==> src/rtl/mips_pkg.sv <==
// Shared MIPS core types: ALU op encoding, EX/MEM control bundle and the ID/EX payload.
package mips_pkg;

  localparam int unsigned RW = 5;
  localparam int unsigned DW = 32;
  localparam int unsigned AW = 4;

  typedef enum logic [AW-1:0] {
    ALU_ADD = 4'b0000,
    ALU_SUB = 4'b0001,
    ALU_AND = 4'b0010,
    ALU_OR  = 4'b0011,
    ALU_SLL = 4'b0100,
    ALU_SRL = 4'b0101,
    ALU_SLT = 4'b0110,
    ALU_BEQ = 4'b0111,
    ALU_BNE = 4'b1000
  } alu_ctrl_t;

  typedef struct packed {
    logic reg_write;
    logic mem_read;
    logic mem_write;
    logic mem_to_reg;
  } ex_ctrl_t;

  localparam ex_ctrl_t BUBBLE_CTRL = '0;

  typedef struct packed {
    logic          valid;
    logic [RW-1:0] rs;
    logic [RW-1:0] rt;
    logic [RW-1:0] rd;
    logic          use_rs;
    logic          use_rt;
    logic [DW-1:0] rs_data;
    logic [DW-1:0] rt_data;
    logic [DW-1:0] imm;
    logic          alu_src_imm;
    alu_ctrl_t     alu_ctrl;
    ex_ctrl_t      ctrl;
  } idex_t;

  localparam idex_t IDEX_BUBBLE = '0;

  // True when a used, non-zero source register matches the destination dst.
  function automatic logic src_hit(input logic use_rs, input logic [RW-1:0] rs,
                                   input logic use_rt, input logic [RW-1:0] rt,
                                   input logic [RW-1:0] dst);
    return (dst != '0) && ((use_rs && (rs == dst)) || (use_rt && (rt == dst)));
  endfunction

endpackage

==> src/rtl/id_ex_operand_stage_fwd_sel.sv <==
// Per-operand bypass mux (EX/MEM over MEM/WB, never $0); pass-through unless ID_EX_FWD_EN.
module fwd_sel
  import mips_pkg::*;
(
  input  logic [RW-1:0] idx,
  input  logic [DW-1:0] reg_data,
  input  logic          exmem_reg_write,
  input  logic [RW-1:0] exmem_rd,
  input  logic [DW-1:0] exmem_result,
  input  logic          memwb_reg_write,
  input  logic [RW-1:0] memwb_rd,
  input  logic [DW-1:0] memwb_result,
  output logic [DW-1:0] fwd_data
);

`ifdef ID_EX_FWD_EN
  always_comb begin
    fwd_data = reg_data;
    if (exmem_reg_write && (exmem_rd != '0) && (exmem_rd == idx))
      fwd_data = exmem_result;
    else if (memwb_reg_write && (memwb_rd != '0) && (memwb_rd == idx))
      fwd_data = memwb_result;
  end
`else
  logic unused_fwd;
  assign unused_fwd = ^{idx, exmem_reg_write, exmem_rd, exmem_result,
                        memwb_reg_write, memwb_rd, memwb_result};
  assign fwd_data   = reg_data;
`endif

endmodule

==> src/rtl/id_ex_operand_stage.sv <==
// ID/EX register with operand bypass and load-use stall; ID_EX_FWD_EN enables forwarding,
// otherwise any pending EX or EX/MEM producer of a used source stalls decode.
module id_ex_operand_stage
  import mips_pkg::*;
(
  input  logic          clk,
  input  logic          rst,
  input  logic          id_valid,
  input  logic [RW-1:0] id_rs,
  input  logic [RW-1:0] id_rt,
  input  logic [RW-1:0] id_rd,
  input  logic          id_use_rs,
  input  logic          id_use_rt,
  input  logic [DW-1:0] id_rs_data,
  input  logic [DW-1:0] id_rt_data,
  input  logic [DW-1:0] id_imm,
  input  logic          id_alu_src_imm,
  input  logic [AW-1:0] id_alu_ctrl,
  input  logic          id_reg_write,
  input  logic          id_mem_read,
  input  logic          id_mem_write,
  input  logic          id_mem_to_reg,
  input  logic          exmem_reg_write,
  input  logic [RW-1:0] exmem_rd,
  input  logic [DW-1:0] exmem_result,
  input  logic          memwb_reg_write,
  input  logic [RW-1:0] memwb_rd,
  input  logic [DW-1:0] memwb_result,
  input  logic          flush_i,
  input  logic          hold_i,
  output logic          stall_o,
  output logic [DW-1:0] srcA,
  output logic [DW-1:0] srcB,
  output logic [AW-1:0] ALUCtrl,
  output logic [DW-1:0] store_data,
  output logic          ex_valid,
  output logic [RW-1:0] ex_rd,
  output logic          ex_reg_write,
  output logic          ex_mem_read,
  output logic          ex_mem_write,
  output logic          ex_mem_to_reg
);

  idex_t         q;
  idex_t         slot;
  logic          hazard;
  logic [DW-1:0] rs_fwd;
  logic [DW-1:0] rt_fwd;

  always_comb begin
    slot             = IDEX_BUBBLE;
    slot.valid       = id_valid;
    slot.rs          = id_rs;
    slot.rt          = id_rt;
    slot.rd          = id_rd;
    slot.use_rs      = id_use_rs;
    slot.use_rt      = id_use_rt;
    slot.rs_data     = id_rs_data;
    slot.rt_data     = id_rt_data;
    slot.imm         = id_imm;
    slot.alu_src_imm = id_alu_src_imm;
    slot.alu_ctrl    = alu_ctrl_t'(id_alu_ctrl);
    slot.ctrl        = '{reg_write: id_reg_write, mem_read: id_mem_read,
                         mem_write: id_mem_write, mem_to_reg: id_mem_to_reg};
  end

  // Without bypassing, any in-flight producer of a used source must drain first.
  always_comb begin
    hazard = 1'b0;
    if (id_valid) begin
      if (q.valid && q.ctrl.mem_read)
        hazard = src_hit(id_use_rs, id_rs, id_use_rt, id_rt, q.rd);
`ifndef ID_EX_FWD_EN
      if (q.valid && q.ctrl.reg_write)
        hazard = hazard | src_hit(id_use_rs, id_rs, id_use_rt, id_rt, q.rd);
      if (exmem_reg_write)
        hazard = hazard | src_hit(id_use_rs, id_rs, id_use_rt, id_rt, exmem_rd);
`endif
    end
  end

  assign stall_o = !flush_i && (hazard || hold_i);

  always_ff @(posedge clk or posedge rst) begin
    if (rst)
      q <= IDEX_BUBBLE;
    else if (flush_i)
      q <= IDEX_BUBBLE;
    else if (!hold_i)
      q <= hazard ? IDEX_BUBBLE : slot;
  end

  fwd_sel u_fwd_rs (
    .idx(q.rs), .reg_data(q.rs_data),
    .exmem_reg_write(exmem_reg_write), .exmem_rd(exmem_rd), .exmem_result(exmem_result),
    .memwb_reg_write(memwb_reg_write), .memwb_rd(memwb_rd), .memwb_result(memwb_result),
    .fwd_data(rs_fwd)
  );

  fwd_sel u_fwd_rt (
    .idx(q.rt), .reg_data(q.rt_data),
    .exmem_reg_write(exmem_reg_write), .exmem_rd(exmem_rd), .exmem_result(exmem_result),
    .memwb_reg_write(memwb_reg_write), .memwb_rd(memwb_rd), .memwb_result(memwb_result),
    .fwd_data(rt_fwd)
  );

  logic unused_regs;
  assign unused_regs = ^{q.use_rs, q.use_rt};

  assign srcA          = rs_fwd;
  assign srcB          = q.alu_src_imm ? q.imm : rt_fwd;
  assign store_data    = rt_fwd;
  assign ALUCtrl       = AW'(q.alu_ctrl);
  assign ex_valid      = q.valid;
  assign ex_rd         = q.rd;
  assign ex_reg_write  = q.ctrl.reg_write;
  assign ex_mem_read   = q.ctrl.mem_read;
  assign ex_mem_write  = q.ctrl.mem_write;
  assign ex_mem_to_reg = q.ctrl.mem_to_reg;

endmodule

==> config.mk <==
export PLATFORM = sky130hd
export DESIGN_NAME = id_ex_operand_stage
export DESIGN_NICKNAME = d
export VERILOG_FILES = /design/src/rtl/mips_pkg.sv /design/src/rtl/id_ex_operand_stage_fwd_sel.sv /design/src/rtl/id_ex_operand_stage.sv
export SDC_FILE = /design/constraint.sdc
export NUM_CORES = 1
export LEC_CHECK = 0
export ABC_AREA = 1
export CAP_MARGIN = 10
export CORE_AREA = 2 2 154 126
export DETAILED_ROUTE_END_ITERATION = 7
export DIE_AREA = 0 0 156 128
export PLACE_DENSITY_LB_ADDON = 0.3
export SKIP_CTS_REPAIR_TIMING = 1
export SYNTH_ARGS = -nofsm -noshare
export SYNTH_HDL_FRONTEND = slang
export SYNTH_SLANG_ARGS = --single-unit
==> constraint.sdc <==
create_clock -name clk -period 4.1 [get_ports clk]
set_clock_uncertainty 0.05 [all_clocks]
set_input_delay 1.025 -clock clk [delete_from_list [all_inputs] [get_ports clk]]
set_output_delay 1.025 -clock clk [all_outputs]
set_load 0.005 [all_outputs]
==> metrics.md <==
| Metric | Value |
|---|---|
| Run status | `completed` |
| Family with the most delay on the worst path | `buffers and inverters` |
| Worst hold path class | `reg -> reg` |
| CTS tree | `built` |
| EDFF count, synth | `0` |
| Path depth of the worst reg2reg path | `9` |
| Post-synth cell types | `21` |
| Vias per cell | `about 4.5` |
| Fraction of registers with async set/reset | `1.00` |
| DP Wirelength | `10.7 mm` |
| Slew of the pin with the lowest slew margin | `between 0.8 and 0.9 ns` |
| Antenna violations before repair | `0` |
| Period Utilization, post-route | `0.880` |
| WL met1 | `between 7 and 8 mm` |
| Die area | `between 0.015 and 0.02 sq mm` |
| Fin nets | `1053` |
| WP buf/inv | `3` |
| Final hold vios | `0` |
| Worst r2r src | `ex_mem_read` |
| DRC viols | `0` |
| Hold WS | `0.426 ns` |
| CTS Buffer Depth | `2` |
| Total CTS buffers | `9` |
| Synth top cells by count | `279 x nand2_1, 111 x dfrtp_1, 90 x nand3_2, 74 x buf_4, 32 x mux2_2` |
| Syn. warnings | `0` |
| WL final | `roughly 16 mm` |
| Max_slew headroom | `0.441` |
| Share of the synthesized area in the top cell type | `0.441` |
| Iteration-0 DRC Markers | `between 200 and 300` |
| Core Region | `around 0.019 sq mm` |
| VDD IR max | `0.000204 V` |
| Reg2reg setup slack | `a little over 2 ns` |
| H-tree Lvls | `3` |
| Total chip power | `2.55 mW` |
| Pin count of the biggest net entering global routing | `~110` |
| Met2 wire len | `roughly 7.3 mm` |
| First-pass GRT wire length | `between 20 and 30 mm` |
| DRT Pass-1 Iters | `4` |
| Critical path, cell by cell | `clkdlybuf4s50_1 > inv_1 > nand2_1 > nand2_1 > nor2_1 > nand3_1 > nand2_1 > nand2_1 > nand2_2 > nand2_4 > a21oi_1 > dlymetal6s2s_1` |
| Synthesized area | `~0.0063 sq mm` |
| WP data required | `3.02 ns` |
| Setup violators final | `0` |
| Post-route minimum period | `3.61 ns` |
| WHS Endpoint | `q[37]` |
| Area growth syn-to-layout | `35.6%` |
| Area contributors post-synth | `dfrtp_1 44%, nand2_1 17%, nand3_2 14%` |
| Average size of a mapped cell | `roughly 9 sq um` |
| Initial Util | `0.340` |
| DR vias | `between 4000 and 5000` |
| Top-count cell post-synth | `nand2_1` |
| Skew-Pair Late Insertion Delay | `0.34 ns` |
| Biggest register | `q` |
| Layout cells sized above 1 | `0.187` |
| Top routing layer in use | `met4` |
| RSZ-0062 raised after global routing | `false` |
| Finished Layout Cells | `1090` |
| TNS Setup | `0 ns` |
| Post-synth top area cell | `dfrtp_1` |
| Max frequency | `between 200 and 300 MHz` |
| Hold Path Stages | `2` |
| Number of global-route vias before repair | `4886` |
| CP Capture Type | `output port` |
| Final WS setup | `about 0.49 ns` |
| Antenna diodes | `0` |
| Yosys reg bits | `111` |
| Dpl cells | `between 1000 and 1500` |
| DR WL/cell | `14.7 um` |
| Mapped Cells | `701` |
| Worst slack at placement | `0.116 ns` |
| Pins Over Slew Limit | `0` |
| Root buffer cell | `clkbuf_16` |
| Pleak | `roughly 4 nW` |
| IO buf count | `about 240` |
| Worst-path maximum fanout | `3` |
| CTS sink cnt | `between 100 and 150` |
| Total of max-cap violations | `0` |
| CP Launch Type | `input pin` |
| Synth Flop Type | `dfrtp_1` |
| Slowest stage delay, CP | `approximately 0.52 ns` |
| Die width | `~160 um` |
| Overall die height | `about 130 um` |
| Grt ovf | `0` |
| Worst R2R End | `q[23]` |
| Slowest cell on the critical path | `clkdlybuf4s50_1` |
| Number of flip-flops in the largest register | `97` |
| Worst Min Path Start | `q[37]` |
| Mapped Nets | `about 900` |
| Worst path arrival time | `roughly 2.5 ns` |
| Cell mode on critical path | `nand2_1` |
| Seq/Total Area, Yosys | `0.441` |
| Clock slew at reported path FFs | `0.07 ns` |
| GRT Total Usage | `0.162` |
| # rows | `45` |
| Pwr Density | `around 300 mW/mm^2` |
| Io pins | `~310` |
| Setup CP Type | `in -> out` |
| Routed wl met3 | `between 1 and 1.5 mm` |
| Placer congestion estimate | `slightly below 0.8` |
| Antenna viol nets, final | `0` |
## worst register-to-register path: stages, from the launching register on
cell and delay [ns]:
dfrtp_1 0.40, o21ai_0 0.26, o21bai_1 0.15, inv_1 0.05, nand2_1 0.07, nand2_2 0.08
nand2_4 0.09, buf_12 0.52, nand3_1 0.24, nand2_1 0.10
## how the worst max path moves through the flow
stage | startpoint | end | slack (ns) | cells past startpoint
3_3_place_gp | id_rt[3] | stall_o | 0.09 | 12
3_5_place_dp | id_rt[3] | stall_o | 0.12 | 12
4_1_cts | id_rs[3] | stall_o | 0.1 | 12
5_1_grt | id_rt[3] | stall_o | 0.36 | 12
2_1_floorplan | rst | ALUCtrl[0] | 0.09 | 1
6_report | id_rt[3] | stall_o | 0.49 | 12
## per-layer routing
metal | global-route usage | vias up
li1 | - | 2435
met1 | 0.221 | 2285
met2 | 0.255 | 139
met3 | 0.0477 | 14
met4 | 0.0426 | 0
met5 | 0 | -
## cells in the final DEF, fill, tap and decap left out
cell type | Yosys | routed
a21oi_1 | 1 | 1
buf_12 | 9 | 3
buf_4 | 74 | 5
clkbuf_1 | 15 | 1
clkbuf_16 | 0 | 9
clkdlybuf4s50_1 | 0 | 242
clkinv_2 | 0 | 1
clkinvlp_4 | 0 | 3
dfrtp_1 | 111 | 111
dlymetal6s2s_1 | 0 | 1
inv_1 | 14 | 13
inv_2 | 9 | 9
inv_4 | 0 | 1
inv_6 | 0 | 2
mux2_2 | 32 | 32
nand2_1 | 279 | 279
nand2_2 | 2 | 2
nand2_4 | 1 | 1
nand3_1 | 24 | 24
nand3_2 | 90 | 90
nand4_1 | 2 | 2
nor2_1 | 18 | 16
nor2_4 | 0 | 2
o21ai_0 | 3 | 3
o21ai_1 | 1 | 1
o21bai_1 | 1 | 1
## cell families (layout without fill, tap and decap cells)
group / count (synthesis) / after routing / synth area share
AO/OA/AOI/OAI: 6 / 6 / 0.00516
multiplexers: 32 / 32 / 0.0572
buffers and inverters: 136 / 290 / 0.153
flip-flops: 111 / 111 / 0.441
AND/OR/NAND/NOR: 416 / 416 / 0.345
## report_power, final
| group | internal [mW] | switching, mW | total, mW |
|---|---|---|---|
| Combinational | 0.304 | 0.208 | 0.512 |
| Sequential | 1.16 | 0.0426 | 1.20 |
| Clock | 0.417 | 0.420 | 0.836 |
## metrics by stage
stage,area [sq um],util
after floorplan,6300,-
after global placement,8270,0.446
after detailed placement,8270,0.446
after CTS,8540,0.461
after global routing,8550,0.461
final,8550,0.461
## final cells by class
cell class	instances	area [sq um]
inverters	23	88.8
multi-input cells	454	2580
clock buffers	10	229
repair buffers	251	2530
well taps	235	294
fillers	1819	9980
flip-flops and latches	111	2780
clock inverters	6	45.0
(Power assumes the default switching activity.)
